<file path="src/rtl/ic74xx151_pkg.sv">
// Shared types for the scanning 151-style data selector.
package ic74xx151_pkg;

    // Operating mode carried on the 2-bit mode input
    typedef enum logic [1:0] {
        MODE_DIRECT = 2'b00,
        MODE_LATCH  = 2'b01,
        MODE_SCAN   = 2'b10,
        MODE_SWEEP  = 2'b11
    } mode_e;

    // Scan sequencer states
    typedef enum logic [1:0] {
        ST_IDLE    = 2'b00,
        ST_DWELL   = 2'b01,
        ST_PRESENT = 2'b10
    } state_e;

endpackage

</file>
<file path="src/rtl/ic74xx151_chan_sel.sv">
// Combinational N:1 selector over a flat bus of DATA_W-bit channels.
module ic74xx151_chan_sel
    import ic74xx151_pkg::*;
#(
    parameter int SEL_W  = 3,
    parameter int DATA_W = 1
) (
    input  logic [(2**SEL_W)*DATA_W-1:0] i_bus,
    input  logic [SEL_W-1:0]             i_idx,
    output logic [DATA_W-1:0]            o_data
);

    // Pick channel i_idx out of the flat bus
    always_comb begin
        o_data = i_bus[i_idx*DATA_W +: DATA_W];
    end

endmodule

</file>
<file path="src/rtl/ic74xx151_scan_mux.sv">
// Registered 151-style data selector with direct, latched, auto-scan and
// single-sweep modes; scan samples are offered on a valid/ready stream.
module ic74xx151_scan_mux
    import ic74xx151_pkg::*;
#(
    parameter int SEL_W   = 3,
    parameter int DATA_W  = 1,
    parameter int DWELL_W = 8
) (
    input  logic                          clk,
    input  logic                          rst,
    input  logic                          EN_Part,
    input  logic [1:0]                    mode,
    input  logic [SEL_W-1:0]              SelectPart,
    input  logic                          sel_load,
    input  logic [(2**SEL_W)*DATA_W-1:0]  Single_Part,
    input  logic [DWELL_W-1:0]            dwell,
    input  logic                          start,
    output logic [DATA_W-1:0]             Y,
    output logic [DATA_W-1:0]             YF,
    output logic [SEL_W-1:0]              ch_out,
    output logic                          out_valid,
    input  logic                          out_ready,
    output logic                          busy,
    output logic                          sweep_done
);

    localparam logic [SEL_W-1:0]   CH_LAST   = {SEL_W{1'b1}};
    localparam logic [SEL_W-1:0]   CH_ONE    = SEL_W'(1);
    localparam logic [DWELL_W-1:0] DWELL_ONE = DWELL_W'(1);

    mode_e               w_mode;
    state_e              r_state,    w_state_nxt;
    mode_e               r_run_mode, w_run_mode_nxt;
    logic [DWELL_W-1:0]  r_cnt,      w_cnt_nxt;
    logic [SEL_W-1:0]    r_ch,       w_ch_nxt;
    logic [SEL_W-1:0]    r_latch,    w_latch_nxt;
    logic [DATA_W-1:0]   r_y,        w_y_nxt;
    logic [SEL_W-1:0]    r_ch_out,   w_ch_out_nxt;
    logic                r_valid,    w_valid_nxt;
    logic                r_done,     w_done_nxt;
    logic [SEL_W-1:0]    w_latch_eff;
    logic [SEL_W-1:0]    w_sel_idx;
    logic [DATA_W-1:0]   w_sel_data;

    assign w_mode = mode_e'(mode);

    // Choose the selector index: live select, latch (load bypasses), or scan counter
    always_comb begin
        w_latch_eff = sel_load ? SelectPart : r_latch;
        case (w_mode)
            MODE_DIRECT: w_sel_idx = SelectPart;
            MODE_LATCH:  w_sel_idx = w_latch_eff;
            default:     w_sel_idx = r_ch;
        endcase
    end

    ic74xx151_chan_sel #(
        .SEL_W  (SEL_W),
        .DATA_W (DATA_W)
    ) u_chan_sel (
        .i_bus  (Single_Part),
        .i_idx  (w_sel_idx),
        .o_data (w_sel_data)
    );

    // Next-state and next-output logic for selection and the scan sequencer
    always_comb begin
        w_state_nxt    = r_state;
        w_run_mode_nxt = r_run_mode;
        w_cnt_nxt      = r_cnt;
        w_ch_nxt       = r_ch;
        w_latch_nxt    = r_latch;
        w_y_nxt        = r_y;
        w_ch_out_nxt   = r_ch_out;
        w_valid_nxt    = r_valid;
        w_done_nxt     = 1'b0;

        if (EN_Part) begin
            // Disabled: blank the output and drop any scan, keep the latch
            w_state_nxt = ST_IDLE;
            w_ch_nxt    = '0;
            w_y_nxt     = '0;
            w_valid_nxt = 1'b0;
        end else begin
            if (sel_load) begin
                w_latch_nxt = SelectPart;
            end else begin
                w_latch_nxt = r_latch;
            end

            // Direct and latched modes update Y every cycle
            if (w_mode == MODE_DIRECT || w_mode == MODE_LATCH) begin
                w_y_nxt      = w_sel_data;
                w_ch_out_nxt = w_sel_idx;
            end else begin
                w_y_nxt      = r_y;
                w_ch_out_nxt = r_ch_out;
            end

            case (r_state)
                ST_IDLE: begin
                    if (w_mode == MODE_SCAN || (w_mode == MODE_SWEEP && start)) begin
                        w_state_nxt    = ST_DWELL;
                        w_cnt_nxt      = dwell;
                        w_run_mode_nxt = w_mode;
                    end else begin
                        w_state_nxt = ST_IDLE;
                    end
                end
                ST_DWELL: begin
                    if (w_mode != r_run_mode) begin
                        w_state_nxt = ST_IDLE;
                        w_ch_nxt    = '0;
                        w_valid_nxt = 1'b0;
                    end else if (r_cnt == '0) begin
                        w_y_nxt      = w_sel_data;
                        w_ch_out_nxt = r_ch;
                        w_valid_nxt  = 1'b1;
                        w_state_nxt  = ST_PRESENT;
                    end else begin
                        w_cnt_nxt = r_cnt - DWELL_ONE;
                    end
                end
                ST_PRESENT: begin
                    if (w_mode != r_run_mode) begin
                        w_state_nxt = ST_IDLE;
                        w_ch_nxt    = '0;
                        w_valid_nxt = 1'b0;
                    end else if (out_ready) begin
                        w_valid_nxt = 1'b0;
                        w_ch_nxt    = r_ch + CH_ONE;
                        if (r_run_mode == MODE_SWEEP && r_ch == CH_LAST) begin
                            w_done_nxt  = 1'b1;
                            w_state_nxt = ST_IDLE;
                        end else begin
                            w_state_nxt = ST_DWELL;
                            w_cnt_nxt   = dwell;
                        end
                    end else begin
                        // Back-pressure: hold the sample
                        w_state_nxt = ST_PRESENT;
                    end
                end
                default: begin
                    w_state_nxt = ST_IDLE;
                    w_ch_nxt    = '0;
                    w_valid_nxt = 1'b0;
                end
            endcase
        end
    end

    // State and output registers with synchronous reset
    always_ff @(posedge clk) begin
        if (rst) begin
            r_state    <= ST_IDLE;
            r_run_mode <= MODE_DIRECT;
            r_cnt      <= '0;
            r_ch       <= '0;
            r_latch    <= '0;
            r_y        <= '0;
            r_ch_out   <= '0;
            r_valid    <= 1'b0;
            r_done     <= 1'b0;
        end else begin
            r_state    <= w_state_nxt;
            r_run_mode <= w_run_mode_nxt;
            r_cnt      <= w_cnt_nxt;
            r_ch       <= w_ch_nxt;
            r_latch    <= w_latch_nxt;
            r_y        <= w_y_nxt;
            r_ch_out   <= w_ch_out_nxt;
            r_valid    <= w_valid_nxt;
            r_done     <= w_done_nxt;
        end
    end

    // YF comes from the same register as Y so the pair never skews
    assign Y          = r_y;
    assign YF         = ~r_y;
    assign ch_out     = r_ch_out;
    assign out_valid  = r_valid;
    assign busy       = (r_state != ST_IDLE);
    assign sweep_done = r_done;

endmodule

</file>
<file path="config.mk">
export PLATFORM = sky130hd
export DESIGN_NAME = ic74xx151_scan_mux
export DESIGN_NICKNAME = d
export VERILOG_FILES = /design/src/rtl/ic74xx151_pkg.sv /design/src/rtl/ic74xx151_chan_sel.sv /design/src/rtl/ic74xx151_scan_mux.sv
export SDC_FILE = /design/constraint.sdc
export NUM_CORES = 1
export LEC_CHECK = 0
export ABC_AREA = 1
export BUFFER_PORTS_ARGS = -buffer_cell sky130_fd_sc_hd__clkbuf_2
export CAP_MARGIN = 10
export CORE_MARGIN = 2
export CORE_UTILIZATION = 45
export DETAILED_ROUTE_END_ITERATION = 16
export GPL_ROUTABILITY_DRIVEN = 0
export PLACE_DENSITY = 0.68
export SYNTH_ARGS = -nofsm -noshare
export SYNTH_HDL_FRONTEND = slang
export SYNTH_SLANG_ARGS = --single-unit
</file>
<file path="constraint.sdc">
create_clock -name clk -period 2.9 [get_ports clk]
set_clock_uncertainty 0.1 [all_clocks]
set_input_delay 0 -clock clk [delete_from_list [all_inputs] [get_ports clk]]
set_output_delay 0 -clock clk [all_outputs]
set_load 0.01 [all_outputs]
</file>
==> summary.md, run 1 <==
| Metric | Value |
|---|---|
| Category of the critical setup timing path | `reg2reg` |
| Routed Antenna Nets | `0` |
| Initial antenna violation count | `0` |
| Fmax | `433 MHz` |
| Status | `finished, violations left` |
| I/O pins | `35` |
| Flop pwr share | `0.509` |
| WHS | `-0.00406 ns` |
| Cell variety after synth | `28` |
| FP Rows | `21` |
| Hold path startpoint | `SelectPart[2]` |
| Nets | `332` |
| Cells after Synth | `247` |
| Total GRT Usage | `0.199` |
| CP required | `3.07 ns` |
| Area growth from synthesis to layout | `26.2%` |
| Synth warn | `0` |
| Tcrit/Tclk final | `0.797` |
| Post-cts gate resize count | `0` |
| First-pass iteration count of the detailed router | `4` |
| Crit path time final | `around 2.3 ns` |
| Vias in the first global route | `about 1,700` |
| Port Buffers | `34` |
| Post-Syn Area per Cell | `6.33 um2` |
| Core Area | `3340 um2` |
| Syn_nets | `278` |
| Clock power share | `0.202` |
| Reg2reg setup slack | `about 0.6 ns` |
| Pleak | `0.990 nW` |
| Die W | `63.0 um` |
| Adder-cell share of the synthesized area | `0.0320` |
| Placed instance area | `between 1500 and 2000 um2` |
| Critical Path AT | `about 2.5 ns` |
| Share of cells above drive strength 1 | `0.187` |
| Largest net degree at the start of global routing | `14` |
| P_sw | `229 uW` |
| PwrDens | `361 nW/um2` |
| Endpoints failing hold | `1` |
| Clock tree sinks | `24` |
| Final setup viols | `0` |
| GRT overflow | `0` |
| CTS buffer count | `3` |
| Comb power frac | `0.289` |
| Worst-path maximum fanout | `9` |
| Via count | `1,693` |
| Clk_lat worst skew | `0.31 ns` |
| Vias/cell | `approximately 5` |
| Number of DRC markers in iteration 0 | `79` |
| Root Buffer | `clkbuf_4` |
| DIE HEIGHT | `63.0 um` |
| Sw Ratio | `0.322` |
| Slew Limit Fails | `0` |
| VDD IR max | `0.000205 V` |
| Hold Crit Class | `in2reg` |
| Cell area after layout | `1970 um2` |
| Reg-to-reg critical path startpoint | `r_ch[0]` |
| Synth Area in XOR/XNOR | `0.0216` |
| Min-Delay Path Depth | `5` |
| Worst r2r dst | `r_cnt[5]` |
| Die area | `just under 4000 um2` |
| RSZ-0062 raised after global routing | `false` |
| Critical path endpoint category | `flop` |
| Register area share after synthesis | `0.307` |
| Final WL | `3720 um` |
| Total negative slack | `0 ns` |
| Worst Hold End | `ch_out[2]` |
| DRC | `0` |
| Bufs on Longest Clock Path | `2` |
| Setup crit start kind | `flop` |
| Max-slew headroom | `0.674` |
| Flops & latches, synth | `24` |
| Fillers | `348` |
| Ant. Diodes | `0` |
| Least-Margin Pin Slew | `0.487 ns` |
| HPWL after detailed placement | `between 2000 and 3000 um` |
| FF-to-FF path depth | `10` |
| Htree depth | `1` |
| Mapped Area | `1560 um2` |
| Synth Area in Compound Gates | `0.137` |
| First-pass GRT wire length | `6530 um` |
| Largest family of logic cells by synthesized area | `simple AND/OR/NAND/NOR gates` |
| Simple-gate share of the synthesized area | `0.408` |
| Max Cap Viol | `0` |
| Initial core utilization | `0.469` |
| Per-cell routed wire length | `10.8 um` |
| Setup Fix Bufs, Post-CTS | `0` |
| Post-synthesis mux area share | `0` |
| Clk slew on worst S/H paths | `0.13 ns` |
| Failing checks | `hold timing` |
| Pint | `483 uW` |
| CTS tree | `built` |
-- timing repair --
| item | CTS | global route |
|---|---|---|
| hold buffers | 18 | 0 |
| endpoints found under the setup margin | 0 | 0 |
| hold endpoints to repair | 16 | 0 |
-- how the worst max path moves through the flow --
stage,start,endpoint,slack (ns),cells past startpoint
global route,r_ch[0],r_cnt[5],0.37,10
global placement,r_ch[0],r_cnt[4],1.16,10
finish,r_ch[0],r_cnt[5],0.59,10
detailed placement,r_ch[0],r_cnt[7],1.14,9
floorplan,r_ch[0],r_cnt[4],1.27,10
CTS,r_ch[0],r_cnt[5],0.58,10
-- placed cells by master (no fill, tap or decap), types with 2 or more instances in the layout --
| cell type | synthesis | routed |
|---|---|---|
| dlygate4sd3_1 | 0 | 18 |
| nand2_2 | 5 | 5 |
| nor2_2 | 3 | 3 |
| nand4_1 | 2 | 2 |
| nand3_1 | 29 | 29 |
| a31oi_1 | 3 | 3 |
| clkbuf_2 | 0 | 34 |
| ha_1 | 4 | 4 |
| clkbuf_4 | 0 | 3 |
| dfxtp_1 | 24 | 24 |
| o21ai_0 | 23 | 23 |
| a21oi_1 | 9 | 9 |
| nor2_4 | 4 | 4 |
| o21ai_1 | 2 | 2 |
| inv_1 | 32 | 32 |
| nand2_1 | 56 | 56 |
| nor3_1 | 2 | 2 |
| inv_2 | 2 | 2 |
| nor2_1 | 35 | 35 |
-- per-stage QoR --
stage	instances	worst slack, ns	util	hold slack (ns)	total power, mW
floorplan	247	1.27	-	-0.0309	0.504
global placement	324	1.16	0.531	0.150	0.555
detailed placement	324	1.14	0.531	0.147	0.557
CTS	345	0.585	0.592	0.00130	0.720
global route	345	0.375	0.592	0.0179	0.772
finish	345	0.590	0.592	-0.00406	0.712
-- cell usage after synthesis, drive strengths merged --
cell     n  area share
o211ai   1      0.0048
inv     34       0.082
nand2   62        0.16
a31oi    3       0.012
clkbuf   1      0.0024
buf      2       0.010
o21ai   25       0.080
nand4    3       0.016
ha       4       0.032
a21oi   10       0.034
nor3     2      0.0064
xor2     1      0.0056
nand3   30       0.099
nor2    42        0.12
dfxtp   24        0.31
a221oi   1      0.0056
xnor2    2       0.016
-- power groups by stage --
stage                     clock network (mW)  logic [mW]  registers (mW)
after floorplan                            0       0.136           0.368
after global placement                     0       0.186           0.370
after detailed placement                   0       0.187           0.370
after CTS                              0.151       0.207           0.363
after global routing                   0.171       0.235           0.366
final                                  0.144       0.206           0.363
-- metal layers --
layer	wire [um]	track usage	up-vias
li1	-	-	903
met1	1700	0.224	742
met2	1830	0.379	38
met3	119	0.0270	10
met4	70	0.0639	0
met5	0	0	-
-- state kept, by name, indices dropped and copies added, names as in the netlist --
| name | cells |
|---|---|
| Y | 1 |
| ch_out | 3 |
| out_valid | 1 |
| r_ch | 3 |
| r_cnt | 8 |
| r_latch | 3 |
| r_run_mode | 2 |
| r_state | 2 |
| sweep_done | 1 |
-- worst max-delay path, stage by stage (launching register included) --
cell and delay [ns]:
dfxtp_1 0.37, ha_1 0.21, ha_1 0.17, nand3_1 0.08, inv_1 0.06, o21ai_0 0.18
nand3_2 0.14, nor2_4 0.22, nand2_1 0.08, a21oi_1 0.13, dlygate4sd3_1 0.55
-- kinds of logic (layout without fill, tap and decap cells) --
logic type,count (synthesis),after routing
xor gates and xnor gates,3,3
DFF,24,24
and+or+nand+nor,139,139
AOI/OAI and AO/OA,40,40
buffers and inverters,37,89
adders and majority gates,4,4
-- layout make-up --
| type | instances | area [um2] | area share |
|---|---|---|---|
| clock buffer | 3 | 22.5 | 0.0114 |
| inverter | 34 | 128 | 0.0646 |
| sequential | 24 | 480 | 0.243 |
| multi-input combinational | 186 | 936 | 0.474 |
| timing repair buffer | 52 | 350 | 0.177 |
| tap | 46 | 57.6 | 0.0292 |
(Power assumes the default switching activity.)
==> inputs of run 2 (changes only) <==
--- a/config.mk
+++ b/config.mk
@@ -5,14 +5,14 @@
 export SDC_FILE = /design/constraint.sdc
 export NUM_CORES = 1
 export LEC_CHECK = 0
-export ABC_AREA = 1
+export ABC_AREA = 0
 export BUFFER_PORTS_ARGS = -buffer_cell sky130_fd_sc_hd__clkbuf_2
 export CAP_MARGIN = 10
 export CORE_MARGIN = 2
 export CORE_UTILIZATION = 45
 export DETAILED_ROUTE_END_ITERATION = 16
 export GPL_ROUTABILITY_DRIVEN = 0
-export PLACE_DENSITY = 0.68
+export PLACE_DENSITY = 0.69
 export SYNTH_ARGS = -nofsm -noshare
 export SYNTH_HDL_FRONTEND = slang
 export SYNTH_SLANG_ARGS = --single-unit
==> constraint.sdc (replaced) <==
create_clock -name clk -period 2.2 [get_ports clk]
set_clock_uncertainty 0.1 [all_clocks]
set_input_delay 0 -clock clk [delete_from_list [all_inputs] [get_ports clk]]
set_output_delay 0 -clock clk [all_outputs]
set_load 0.01 [all_outputs]
==> summary.md, run 2 <==
| Metric | Value |
|---|---|
| Port Buffers | `34 (unchanged)` |
| Synth top area share | `0.327 (+0.0199)` |
| Max-slew headroom | `0.616 (-0.0584)` |
| Final WL | `3970 um (+6.9%)` |
| Via count | `1,650 (-2.5%)` |
| Post-Syn Area per Cell | `7.69 um2 (+21%)` |
| Mapped Area | `1470 um2 (-6.1%)` |
| Ys flop type | `dfxtp_1` |
| WP buf/inv | `0 (-2)` |
| Min-Delay Path Depth | `5 (unchanged)` |
| Tcrit/Tclk final | `0.993 (+0.196)` |
| Die W | `61.1 um (-2.9%)` |
| Bufs on Longest Clock Path | `2 (unchanged)` |
| Critical path's top delay family | `compound AO/OA/AOI/OAI gates` |
| RSZ-0062 raised after global routing | `true` |
| Flops & latches, synth | `24 (unchanged)` |
| Crit path largest cell delay | `0.50 ns (-0.05 ns)` |
| Largest area contributor in the netlist | `dfxtp_1` |
| Share of cells above drive strength 1 | `0.343 (+0.156)` |
| GRT overflow | `0 (unchanged)` |
| CTS tree | `built` |
| I/O pins | `35 (unchanged)` |
| Hold Crit Class | `in2reg` |
| Die area | `3740 um2 (-5.7%)` |
| Fmax | `458 MHz (+5.8%)` |
| Clk_lat worst skew | `0.32 ns (about the same)` |
| Endpoints failing hold | `0 (-1)` |
| First-pass iteration count of the detailed router | `4 (unchanged)` |
| PwrDens | `492 nW/um2 (+37%)` |
| Final Core Density | `0.707 (+0.115)` |
| Commonest cells post-synth | `24 x dfxtp_1, 23 x a21oi_1, 23 x nor2_1` |
| Pwr Total | `1.07 mW (+50%)` |
| Ant. Diodes | `0 (unchanged)` |
| DIE HEIGHT | `61.1 um (-2.9%)` |
| Cell variety after synth | `41 (+46%)` |
| Synth warn | `0 (unchanged)` |
| Max reg flops | `8 (unchanged)` |
| Most common cell after layout, fill and taps aside | `clkbuf_2` |
| VDD IR max | `0.000478 V (+130%)` |
| Max Cap Viol | `0 (unchanged)` |
| Area of the multi-input gates | `993 um2 (+6.1%)` |
| Slack of the critical path | `0.0160 ns (-0.574 ns)` |
| Seq. cell area | `488 um2 (+1.6%)` |
| Total GRT Usage | `0.231 (+0.0327)` |
| EDFF count, synth | `0 (unchanged)` |
| Most frequent cell after synthesis | `dfxtp_1` |
| Largest net degree at the start of global routing | `21 (+7)` |
| CP cell instances | `ha_4 > ha_4 > nand3b_1 > a21oi_1 > o21ai_1 > a2111o_2 > or3_4 > a21oi_2` |
| Crit path time final | `2.18 ns (-0.126 ns)` |
| Root Buffer | `clkbuf_4` |
| FP Rows | `20 (-4.8%)` |
| Per-cell routed wire length | `12.9 um (+19%)` |
| Routed Antenna Nets | `0 (unchanged)` |
| Area growth from synthesis to layout | `48.0%` |
| Nets | `297 (-11%)` |
| Async SR Flop Fraction | `0 (unchanged)` |
| Slew Limit Fails | `0 (unchanged)` |
| Register area share after synthesis | `0.327 (+0.0199)` |
| WHS | `0.0956 ns (+0.0997 ns)` |
| Number of DRC markers in iteration 0 | `87 (+10%)` |
| Vias/cell | `5.34 (+8.8%)` |
| Largest register by flop count | `r_cnt` |
| Initial antenna violation count | `0 (unchanged)` |
| Worst-path maximum fanout | `7 (-2)` |
| Most frequent cells in the layout | `34 x clkbuf_2, 26 x buf_4, 23 x nor2_1` |
| Critical path endpoint category | `flop` |
| CTS buffer count | `3 (unchanged)` |
| Fillers | `255 (-27%)` |
| Vias in the first global route | `1,455 (-12%)` |
| Critical Path AT | `2.35 ns (-0.13 ns)` |
| Setup crit start kind | `flop` |
| FF-to-FF path depth | `8 (-2)` |
| Fin cells | `309 (-10%)` |
| WP depth | `8 (-2)` |
| Post-Place Cells | `280 (-14%)` |
| Ranking of synthesized cells by area | `dfxtp_1 33%, a21oi_1 7.8%, mux2i_1 6.1%, nor2_1 5.9%, o21ai_0 4.1%` |
| DRC | `0 (unchanged)` |
| Pleak | `0.932 nW (-5.8%)` |
| Initial core utilization | `0.477 (+0.00854)` |
| Setup WS pre-CTS | `-0.158 ns (-1.30 ns)` |
| Status | `finished clean` |
| Clock tree sinks | `24 (unchanged)` |
| HPWL after detailed placement | `2630 um (-6.6%)` |
| CP dominant cell by count | `ha_4` |
| Least-Margin Pin Slew | `0.575 ns (+0.0881 ns)` |
| First-pass GRT wire length | `6520 um (-0.21%)` |
| Syn_nets | `222 (-20%)` |
| Final setup viols | `0 (unchanged)` |
| CP max-delay cell | `a2111o_2` |
| Cells after Synth | `191 (-23%)` |
| Htree depth | `1 (unchanged)` |
| Category of the critical setup timing path | `reg2reg` |
| Clk slew on worst S/H paths | `0.14 ns (about the same)` |
| CP required | `2.36 ns (-0.71 ns)` |
| Core Area | `3080 um2 (-7.8%)` |
==> run 2: cell types whose count changed in the layout (fill, tap and decap cells not counted), sizes merged, moves of 5 or more <==
cell,previous run,this run
nor2,42,23
nand3,30,6
inv,34,8
or2,0,8
a21oi,10,23
mux2i,0,9
o21ai,25,12
buf,0,26
nor3,2,7
nand2,62,12
==> run 2: cells by family after synthesis <==
family / after synthesis / share of synthesized area
AND/OR/NAND/NOR: 78 / 0.276
buffers and inverters: 18 / 0.0528
AO/OA/AOI/OAI: 55 / 0.227
XOR/XNOR: 1 / 0.00596
multiplexers: 11 / 0.0767
flip-flops: 24 / 0.327
adder cells (fa/ha/maj): 4 / 0.0341
==> run 2: metal layers <==
metal / up-vias / part of all wire / track usage
met1: 759 / 0.49 / 0.326
met4: 0 / 0.0045 / 0.0466
met2: 50 / 0.46 / 0.363
li1: 839 / - / -
met3: 2 / 0.049 / 0.0525
met5: - / 0 / 0
==> run 2: worst register-to-register path: stages, from the launching register on <==
cell and delay (ns):
dfxtp_2 0.36, ha_4 0.16, ha_4 0.15, nand3b_1 0.15, a21oi_1 0.13, o21ai_1 0.09, a2111o_2 0.50, or3_4 0.39
a21oi_2 0.11
==> run 2: final cells by class <==
cell class                 count  share of cell area
clock buffer                   3              0.0104
clock inverter                 1              0.0138
inverter                       8              0.0138
multi-input combinational    150               0.457
sequential                    24               0.224
tap                           44              0.0253
timing repair buffer          79               0.255
==> run 2: final timing paths <==
path             startpoint         to  slack, ns
max reg2reg         r_ch[0]   r_cnt[0]       0.02
min reg2reg       out_valid  out_valid       0.41
min          Single_Part[0]          Y        0.1
max                 r_ch[0]   r_cnt[0]       0.02
==> run 2: where the power goes <==
part / leakage (nW) / switching, mW / internal (mW)
Sequential: 0.198 / 0.0137 / 0.454
Combinational: 0.706 / 0.134 / 0.151
Clock: 0.0279 / 0.134 / 0.184
==> run 2: timing repair <==
item                                    CTS  global route
endpoints found under the setup margin    6             8
setup buffers                             6             0
gates resized for setup                  14            13
gates cloned                              1             0
pin swaps                                 9             4
hold buffers                             19             0
hold endpoints to repair                 20             0
==> run 2: stage by stage <==
stage / instance area (um2) / setup TNS (ns)
4_1_cts: 2140 / -0.00754
6_report: 2170 / 0
3_5_place_dp: 1800 / -0.503
5_1_grt: 2170 / -0.258
3_3_place_gp: 1800 / -0.275
2_1_floorplan: 1470 / 0
